<file path="src/rtl/bus_mux_rr.sv">
// bus_mux_rr -- N-channel registered bus multiplexer with valid/ready handshakes.
//
// Arbitrates between N input channels (round-robin or fixed priority) and
// registers the winning beat onto a single output. A packet that is started
// (a beat accepted with last=0) locks the arbiter to its channel until the
// beat carrying last=1 is accepted, so multi-beat transfers never interleave.
//
// Ports:
//   Clock        in   system clock, rising edge
//   Reset        in   asynchronous active-low reset
//   Hyrja        in   N*WIDTH packed channel data, channel i at [i*WIDTH +: WIDTH]
//   Hyrja_valid  in   N   per-channel beat valid
//   Hyrja_last   in   N   per-channel end-of-packet flag
//   Hyrja_ready  out  N   per-channel accept (at most one bit high)
//   Dalja        out  WIDTH registered output data
//   Dalja_valid  out  output beat valid
//   Dalja_last   out  registered last flag of the output beat
//   Dalja_sel    out  SELW index of the channel that produced the output beat
//   Dalja_ready  in   consumer accepts the output beat
module bus_mux_rr #(
    parameter int WIDTH     = 24,
    parameter int N         = 4,
    parameter int FIXED_PRI = 0
) (
    input  logic                   Clock,
    input  logic                   Reset,
    input  logic [N*WIDTH-1:0]     Hyrja,
    input  logic [N-1:0]           Hyrja_valid,
    input  logic [N-1:0]           Hyrja_last,
    output logic [N-1:0]           Hyrja_ready,
    output logic [WIDTH-1:0]       Dalja,
    output logic                   Dalja_valid,
    output logic                   Dalja_last,
    output logic [$clog2(N)-1:0]   Dalja_sel,
    input  logic                   Dalja_ready
);

    localparam int SELW = $clog2(N);
    localparam int unsigned NU = N;

    typedef enum logic {
        ARB_FREE,
        ARB_LOCKED
    } lock_state_t;

    lock_state_t        state, state_nx;
    logic [SELW-1:0]    lock_owner, owner_nx;
    logic [SELW-1:0]    rr_ptr, rr_nx;
    logic [SELW-1:0]    grant;
    logic               found;
    int unsigned        ptr_u;
    int unsigned        idx;
    logic               load;
    logic               gvalid;
    logic               accept;
    logic               beat_last;
    logic [WIDTH-1:0]   beat_data;

    // Output register is free when empty or being drained this cycle.
    assign load = !Dalja_valid || Dalja_ready;

    // Grant selection: lock owner first, otherwise fixed priority or a
    // round-robin scan starting just after the last packet's owner.
    always_comb begin
        grant = '0;
        found = 1'b0;
        ptr_u = 32'(rr_ptr);
        idx   = 0;
        if (state == ARB_LOCKED) begin
            grant = lock_owner;
        end else if (FIXED_PRI != 0) begin
            for (int unsigned i = 0; i < NU; i++) begin
                if (!found && Hyrja_valid[i]) begin
                    grant = SELW'(i);
                    found = 1'b1;
                end
            end
        end else begin
            for (int unsigned k = 1; k <= NU; k++) begin
                idx = (ptr_u + k) % NU;
                if (!found && Hyrja_valid[idx]) begin
                    grant = SELW'(idx);
                    found = 1'b1;
                end
            end
        end
    end

    // Steer the granted channel and drive the one-hot ready vector.
    always_comb begin
        beat_data   = '0;
        beat_last   = 1'b0;
        gvalid      = 1'b0;
        Hyrja_ready = '0;
        for (int unsigned i = 0; i < NU; i++) begin
            if (SELW'(i) == grant) begin
                beat_data      = Hyrja[i*WIDTH +: WIDTH];
                beat_last      = Hyrja_last[i];
                gvalid         = Hyrja_valid[i];
                Hyrja_ready[i] = load;
            end
        end
    end

    assign accept = load && gvalid;

    // Lock / fairness next state. rr_ptr only advances at packet ends, so
    // fairness is per packet rather than per beat.
    always_comb begin
        state_nx = state;
        owner_nx = lock_owner;
        rr_nx    = rr_ptr;
        if (accept) begin
            if (beat_last) begin
                state_nx = ARB_FREE;
                rr_nx    = grant;
            end else begin
                state_nx = ARB_LOCKED;
                owner_nx = grant;
            end
        end
    end

    always_ff @(posedge Clock or negedge Reset) begin
        if (!Reset) begin
            state       <= ARB_FREE;
            lock_owner  <= '0;
            rr_ptr      <= SELW'(N - 1);
            Dalja       <= '0;
            Dalja_valid <= 1'b0;
            Dalja_last  <= 1'b0;
            Dalja_sel   <= '0;
        end else begin
            state      <= state_nx;
            lock_owner <= owner_nx;
            rr_ptr     <= rr_nx;
            if (accept) begin
                Dalja       <= beat_data;
                Dalja_last  <= beat_last;
                Dalja_sel   <= grant;
                Dalja_valid <= 1'b1;
            end else if (load) begin
                Dalja_valid <= 1'b0;
            end
        end
    end

endmodule

</file>
<file path="config.mk">
export PLATFORM = sky130hd
export DESIGN_NAME = bus_mux_rr
export DESIGN_NICKNAME = d
export VERILOG_FILES = /design/src/rtl/bus_mux_rr.sv
export SDC_FILE = /design/constraint.sdc
export NUM_CORES = 1
export LEC_CHECK = 0
export CAP_MARGIN = 5
export CORE_MARGIN = 2
export CORE_UTILIZATION = 37
export DETAILED_ROUTE_END_ITERATION = 10
export MAX_ROUTING_LAYER = met4
export PLACE_DENSITY = 0.78
export SETUP_SLACK_MARGIN = 0.2
export SLEW_MARGIN = 20
export SYNTH_ARGS = -nofsm -noshare
export SYNTH_HDL_FRONTEND = slang
export SYNTH_SLANG_ARGS = --single-unit
</file>
<file path="constraint.sdc">
create_clock -name Clock -period 4.6 [get_ports Clock]
set_input_delay 1.15 -clock Clock [delete_from_list [all_inputs] [get_ports Clock]]
set_output_delay 1.15 -clock Clock [all_outputs]
set_load 0.02 [all_outputs]
</file>
# Yosys cells after proc, flatten, opt, wreduce, memory -nomap -nowiden
# Cells that the tools add are included.
# op_classes
n_eq_ne	3
bitwise	1
n_reduce_logical	13
addsub	4
mux	38
n_lt_le_gt_ge	4
# ops
operator	count
$mux W24	4
$mux W1	25
$lt A2 B3 Y1 const B	4
$mux W2	5
$bmux W1 S2	4
$add A2 B1 Y2 const B	2
$add A2 B2 Y2 const B	2
$eq A2 B2 Y1 const A	2
$logic_and A1 B1 Y1	4
$logic_not A1 Y1	4
$reduce_and A2 Y1	2
$eq A1 B2 Y1 const A	1
$logic_not A2 Y1	1
$reduce_bool A2 Y1	1
$logic_or A1 B1 Y1	1
$not A1 Y1	1
# word_totals
regBits	33
output_inout_bits	32
in_bits	107

# Logic depth before layout (Yosys ltp)
# Gate-level depths: netlist of run 1.
# depth
ltp_word	24
depth_mapped	9

# Least setup slack after synthesis of run 1
# Ideal clock, no wire load.
# synth_path
path_kind	input port to output port
startpoint	input port Hyrja_valid[3]
endpoint	output port Hyrja_ready[0]
t_required_ns	3.450
cell_stages	8
n_path_buf	2
arrival_time_ns	3.151
setup_slack_ns	0.299
path_cell_list	buf_4 mux2i_1 o221a_1 nor2_1 a221oi_2 buf_2 inv_1 nor3_1
# synth_between
elab_chain_cells	18
elab_cells_between_ends	27
cone_classes	mux: 20; reduce/logical: 7
# synth_lines
item	line_no	source
from (decl)	28	input logic [N-1:0] Hyrja_valid,
$bmux W1 S2	81	if (!found && Hyrja_valid[idx]) begin
$mux W1 (implied by the code)	81	
$mux W1	81	
$mux W1	69	if (state == ARB_LOCKED) begin
$logic_not A1 Y1	81	
$logic_and A1 B1 Y1	81	
$mux W1	81	
$mux W1	69	
[... 2 more ...]	--	
$mux W1	81	
$mux W1	69	
$logic_not A1 Y1	81	
$logic_and A1 B1 Y1	81	
$mux W2 *	81	
$mux W2 *	69	
$logic_not A2 Y1 *	96	if (SELW'(i) == grant) begin
$mux W1 *	96	
to (decl)	30	output logic [N-1:0] Hyrja_ready,
# Every way passes the cells marked *; elsewhere a longest branch is shown, timed or not. The select of a mux whose other input is x is not followed.

# Worst setup path in the final report of run 1
# layout_path
startpoint	input port Hyrja_valid[3]
endpoint	output port Hyrja_ready[2]
# layout_between
elab_chain_cells	18
elab_cells_between_ends	27
cone_classes	eq/ne: 1; mux: 20; reduce/logical: 6
# layout_lines
item	line_no
$bmux W1 S2	81
$mux W1 (implied by the code)	81
$mux W1	81
$mux W1	69
$logic_not A1 Y1	81
$logic_and A1 B1 Y1	81
$mux W1	81
$mux W1	69
[... 2 more ...]	--
$mux W1	81
$mux W1	69
$logic_not A1 Y1	81
$logic_and A1 B1 Y1	81
$mux W2 *	81
$mux W2 *	69
$eq A2 B2 Y1 *	96
$mux W1 *	96
# Marks and branches as above.

==> results.md, run 1 <==
* Sequential fraction of the synthesis area at 37.64%
* Drt total wl at 5897 um
* Mapped cell area at 0.002201 mm^2
* Row cnt at 28
* Hpwl dp at 4627 um
* Total Routing Usage GR at 19.25%
* Congestion Overflow GR at 0
* Slew @ Worst Pin at 0.7465 ns
* First-pass GRT wire length at 9453 um
* Initial core utilization at 37.62%
* Setup Viol. Count Final at 0
* Most frequent cells in the layout: clkdlybuf4s50_1, dfrtp_1, mux4_2
* Vias in the first global route at 1993
* Crit. End Element: output pin
* Max clock buf depth at 2
* Total power draw at 2.451 mW
* Num CTS Buffers at 5
* PortBufs at 138
* Syn_nets at 264
* Area leader, netlist: dfrtp_1
* Syn. warnings at 0
* Pin count of the biggest net entering global routing at 34
* Post-synth top area share at 35.25%
* Iter 0 DRT Violations at 39
* Max-slew violation count at 0
* Die X-Extent at 81.13 um
* H-tree depth at 2
* Startpoint types: input port
* Wire per inst at 15.77 um
* Initial antenna violation count at 0
* Post-CTS setup buffer count at 0
* Status: completed
* Unrepaired setup endpoints after global routing: false
* F_max at 238.3 MHz
* Vias at 1932
* Avg Cell Area, Syn at 14.02 um^2
* Clock-pin transition on the worst setup and hold timing paths at 0.07 ns
* Pleak at 1.510 nW
* CP Max Fanout at 7
* Post-route cell area at 0.003817 mm^2
* Max-Cap Viols at 0
* Die area at 0.006581 mm^2
* Req. time, crit path at 3.45 ns
* N_diodes at 0
* DR DRC count at 0
* Pwr/cell area at 642.0 mW/mm^2
* Area growth syn-to-layout at 73.45%
* Ports at 139
* Period Utilization, post-route at 91.24%
* Most common cell after layout, fill and taps aside: clkdlybuf4s50_1
* Vias per Instance at 5.166
* Clk Latency, worst-skew pair at 0.28 ns
* Setup CP Type: in -> out
* Slew HR at 50.24%
* Crit path DAT at 3.05 ns
* Layout cells sized above 1 at 20.74%
* Netlist cell types at 38
* Final hold vios at 0
* Hold WS at 0.4863 ns
* Core area at 0.005851 mm^2
* Fin Setup TNS at 0 ns
* Worst VDD drop at 437.4 uV
* Clk root buf: clkbuf_8
* GP Congestion at 0.8416
* Hold Path Class: reg -> reg
* Fin crit period at 4.197 ns
* Largest cells by area after synthesis: dfrtp_1, mux4_2, mux2_1, mux2_2, mux2i_1
* Syn Inst Count at 157
* CTS tree: done
* #FFs+latches synth at 33
* Initial DRT Pass Iterations at 4
* Worst Skew at 0.004551 ns
* # nets final at 405
* DP Area at 0.003689 mm^2
* Antenna Nets Post-Route at 0
* Die height at 81.13 um
* Sinks on Clock Net at 33
-- cells in the mapped netlist --
master and instances:
a211oi_1 1, clkbuf_1 2, or4_4 1, o21a_1 1
a311oi_1 2, mux2i_1 7, nor2b_1 2, a311o_1 1
o21ai_1 1, mux4_2 24, nand2_4 1, nor4b_1 1
buf_6 4, and3b_1 2, o2bb2ai_1 1, nor3b_1 1
o21ai_0 3, inv_1 4, o211ai_2 1, dfstp_2 2
o21ai_2 1, buf_4 2, a221oi_2 1, a21o_1 1
nand2_1 4, mux2_4 3, nor3_1 3, mux2_2 9
nand2b_1 2, o221a_1 1, o2111ai_1 1, a21oi_1 1
mux2_1 18, nand3b_1 1, a21boi_0 1, buf_2 6
nor2_1 9, dfrtp_1 31
-- critical path, cell delays in order --
cell and delay [ns]:
clkdlybuf4s50_1 0.54, buf_4 0.17, a21boi_0 0.19, o21ai_0 0.15, o211ai_4 0.22, nand2b_1 0.17, nor2_1 0.11, dlygate4sd2_1 0.34
-- where the power goes --
part	switching, mW	internal (mW)	total (mW)
combinational	0.690	0.880	1.57
sequential	0.107	0.453	0.560
clock	0.105	0.215	0.321
total	0.902	1.55	2.45
-- path summary, 6_finish.rpt --
check                          startpoint              to  slack, ns  cells past startpoint
setup / recovery           Hyrja_valid[3]  Hyrja_ready[2]       0.40                      8
hold / removal                   Dalja[5]        Dalja[5]       0.49                      1
setup reg to reg                rr_ptr[0]       Dalja[19]       1.52                      8
hold reg to reg                  Dalja[5]        Dalja[5]       0.49                      1
max in group asynchronous           Reset       Dalja[14]       3.19                      1
min in group asynchronous           Reset        Dalja[6]       0.93                      1
-- cell families (layout without fill, tap and decap cells) --
logic type	after synthesis	in the layout	share of synthesized area [%]
multiplexers	61	61	43.60
flip-flops	33	33	37.63
AND/OR/NAND/NOR	27	27	6.935
AO/OA/AOI/OAI	18	18	6.708
buffers and inverters	18	160	5.116
-- stage by stage --
step	cells	setup slack, ns	utilization (%)
after CTS	374	0.3822	65.25
after global routing	374	0.2604	65.25
after floorplan	157	0.2988	-
final	374	0.4029	65.25
after detailed placement	366	0.1156	63.05
after global placement	366	0.1769	63.05
-- routing by layer --
| layer | share of wire [%] | wire length (um) | GRT usage [%] | vias to the layer above |
|---|---|---|---|---|
| li1 | - | - | - | 896 |
| met1 | 38 | 2227 | 21.46 | 932 |
| met2 | 50 | 2964 | 34.46 | 99 |
| met3 | 11 | 674 | 6.000 | 5 |
| met4 | 0.51 | 30 | 3.051 | 0 |
| met5 | 0 | 0 | - | - |
-- registers in the layout, summed over array words and instances (netlist names) --
name         cells
lock_owner       2
Dalja_valid      1
Dalja           24
Dalja_sel        2
Dalja_last       1
state            1
rr_ptr           2
-- final cells by class --
type	instances	area (um^2)
Clock buffer	5	68.82
Clock inverter	3	65.06
Fill cell	476	2033
Tap cell	75	93.84
Timing Repair Buffer	148	1459
Inverter	4	15.01
Sequential cell	33	828.3
Multi-Input combinational cell	106	1287
-- repair_timing --
action / in CTS / in global routing
setup endpoints to repair: 4 / 0
hold buffers: 0 / 0
gates resized for setup: 5 / 0
(Power assumes the default switching activity.)
==> inputs of run 2 (changes only) <==
--- a/config.mk
+++ b/config.mk
@@ -7,10 +7,12 @@
 export LEC_CHECK = 0
 export CAP_MARGIN = 5
 export CORE_MARGIN = 2
-export CORE_UTILIZATION = 37
+export CORE_UTILIZATION = 45
+export CTS_BUF_LIST = sky130_fd_sc_hd__clkbuf_4
 export DETAILED_ROUTE_END_ITERATION = 10
+export DONT_BUFFER_PORTS = 1
 export MAX_ROUTING_LAYER = met4
-export PLACE_DENSITY = 0.78
+export PLACE_DENSITY = 0.57
 export SETUP_SLACK_MARGIN = 0.2
 export SLEW_MARGIN = 20
 export SYNTH_ARGS = -nofsm -noshare
==> results.md, run 2 (same netlist as run 1, synthesis figures left out) <==
* R2R cell count at 7 (-1)
* Antenna Nets Post-Route at 0 (unchanged)
* Slew @ Worst Pin at 0.7281 ns (-0.01831 ns)
* Setup CP Type: in -> out
* Most common cell after layout, fill and taps aside: dfrtp_1
* Row cnt at 25 (-11%)
* H-tree depth at 2 (unchanged)
* N_diodes at 0 (unchanged)
* PortBufs at 0 (-100%)
* Sinks on Clock Net at 33 (unchanged)
* Die X-Extent at 73.94 um (-8.9%)
* Hpwl dp at 3729 um (-19%)
* Max FFs per register at 24 (unchanged)
* # nets final at 262 (-35%)
* Unrepaired setup endpoints after global routing: false
* Max incr delay on CP at 0.62 ns (+0.08 ns)
* Worst R2R Setup Slack at 1.38 ns (-0.14 ns)
* Clk Latency, worst-skew pair at 0.33 ns (+0.05 ns)
* Most frequent cells in the layout: dfrtp_1, mux4_2, mux2_1
* Pleak at 0.8868 nW (-41%)
* F_max at 258.8 MHz (+8.6%)
* Clk root buf: clkbuf_4
* Startpoint types: input port
* Capturing point of the worst reg2reg path: Dalja[3]
* Vias at 1375 (-29%)
* Vias in the first global route at 1502 (-25%)
* Fin Setup TNS at 0 ns (unchanged)
* Worst Skew at 0.01293 ns (+0.008376 ns)
* Register name with the most flops: Dalja
* Crit-path cells: a21boi_0 -> o21ai_0 -> o211ai_4 -> nand2b_1 -> nor2_1
* Max clock buf depth at 2 (unchanged)
* Congestion Overflow GR at 0 (unchanged)
* Fin crit period at 3.864 ns (-0.3332 ns)
* CTS tree: done
* Placed cells at 215 (-41%)
* Max-slew violation count at 0 (unchanged)
* Hold-fix buffers, CTS at 0 (unchanged)
* Crit path DAT at 2.71 ns (-0.34 ns)
* Wire per inst at 21.91 um (+39%)
* Initial core utilization at 46.60% (+9.0 points)
* FF-to-FF Start: rr_ptr[1]
* Bufs and invs on worst path at 0 (-3)
* Period Utilization, post-route at 84.00% (-7.2 points)
* Non-Filler Instances at 222 (-41%)
* Total power draw at 1.902 mW (-22%)
* Die height at 73.94 um (-8.9%)
* Die area at 0.005466 mm^2 (-17%)
* Status: completed
* Pin count of the biggest net entering global routing at 34 (unchanged)
* Post-CTS setup buffer count at 0 (unchanged)
* First-pass GRT wire length at 7251 um (-23%)
* CP Max Fanout at 16 (+9)
* Num CTS Buffers at 5 (unchanged)
* Area growth syn-to-layout at 4.548%
* Hold Path Class: in -> async
* DR DRC count at 0 (unchanged)
* Cts repair resizes at 0 (-5)
* Iter 0 DRT Violations at 37 (-5.1%)
* Req. time, crit path at 3.45 ns (about the same)
* Ports at 139 (unchanged)
* Total Routing Usage GR at 18.66% (-0.60 points)
* Slew HR at 51.22% (+0.99 points)
* Core area at 0.004723 mm^2 (-19%)
* Cell depth of the worst setup path at 5 (-3)
* Setup Viol. Count Final at 0 (unchanged)
* Worst VDD drop at 286.0 uV (-35%)
* Crit-path leading delay family: compound AO/OA/AOI/OAI gates
* Drt total wl at 4863 um (-18%)
* Pwr/cell area at 826.8 mW/mm^2 (+29%)
* Worst path slowest cell: o211ai_4
* Final hold vios at 0 (unchanged)
* Clock-pin transition on the worst setup and hold timing paths at 0.11 ns (+0.04 ns)
* GP Congestion at 0.6870 (-18%)
* Crit. End Element: output pin
* Initial antenna violation count at 0 (unchanged)
* Max-Cap Viols at 0 (unchanged)
* Vias per Instance at 6.194 (+20%)
* Initial DRT Pass Iterations at 4 (unchanged)
* Layout cells sized above 1 at 34.84% (+14 points)
run 2: changes by cell type in the layout (fill, tap and decap cells not counted), sizes merged:
cell	before	now
bufinv	2	0
buf	11	5
clkinvlp	0	1
dlygate4sd2	4	0
clkdlybuf4s50	133	0
run 2: cell type report:
class | instances | area (um^2)
fill | 422 | 2422
multi-input combinational | 106 | 1287
sequential | 33 | 828.3
tap | 67 | 83.83
clock buffer | 5 | 37.54
timing repair buffer | 5 | 37.54
inverter | 4 | 15.01
clock inverter | 2 | 11.26
run 2: worst max-delay path by stage:
stage | startpoint | end | slack, ns
after floorplan | Hyrja_valid[3] | Hyrja_ready[0] | 0.30
after global placement | Hyrja_valid[3] | Hyrja_ready[2] | 0.75
after detailed placement | Hyrja_valid[3] | Hyrja_ready[2] | 0.69
after CTS | Hyrja_valid[3] | Hyrja_ready[2] | 0.71
after global routing | Hyrja_valid[3] | Hyrja_ready[2] | 0.57
final | Hyrja_valid[3] | Hyrja_ready[2] | 0.74
run 2: metrics by stage:
stage	utilization [%]	hold WS (ns)	setup slack [ns]	instance area [um^2]
after CTS	48.72	0.4746	0.7066	2301
after global placement	47.68	0.4982	0.7546	2252
after detailed placement	47.68	0.5190	0.6923	2252
final	48.72	0.4975	0.7360	2301
after floorplan	-	0.4810	0.2988	2201
after global routing	48.72	0.4565	0.5741	2301
run 2: power by group:
group          total [mW]  leakage [nW]  switching [mW]  internal [mW]
registers           0.742         0.387           0.290          0.451
clock network       0.154        0.0247          0.0986         0.0549
logic                1.01         0.475           0.449          0.558
total                1.90         0.887           0.838           1.06
run 2: layer usage:
metal	track usage, %	share of wire [%]
met1	20.80	36
met2	31.75	53
met3	6.369	9.4
met4	5.455	1.1
met5	-	0
run 2: worst reg2reg max path: cells and delay by family, from the launching register on:
family          cells  cell delay, ns
compound gates      3            1.29
buf+inv             1            0.34
mux                 1            0.36
simple gates        2            0.47
flops               1            0.66
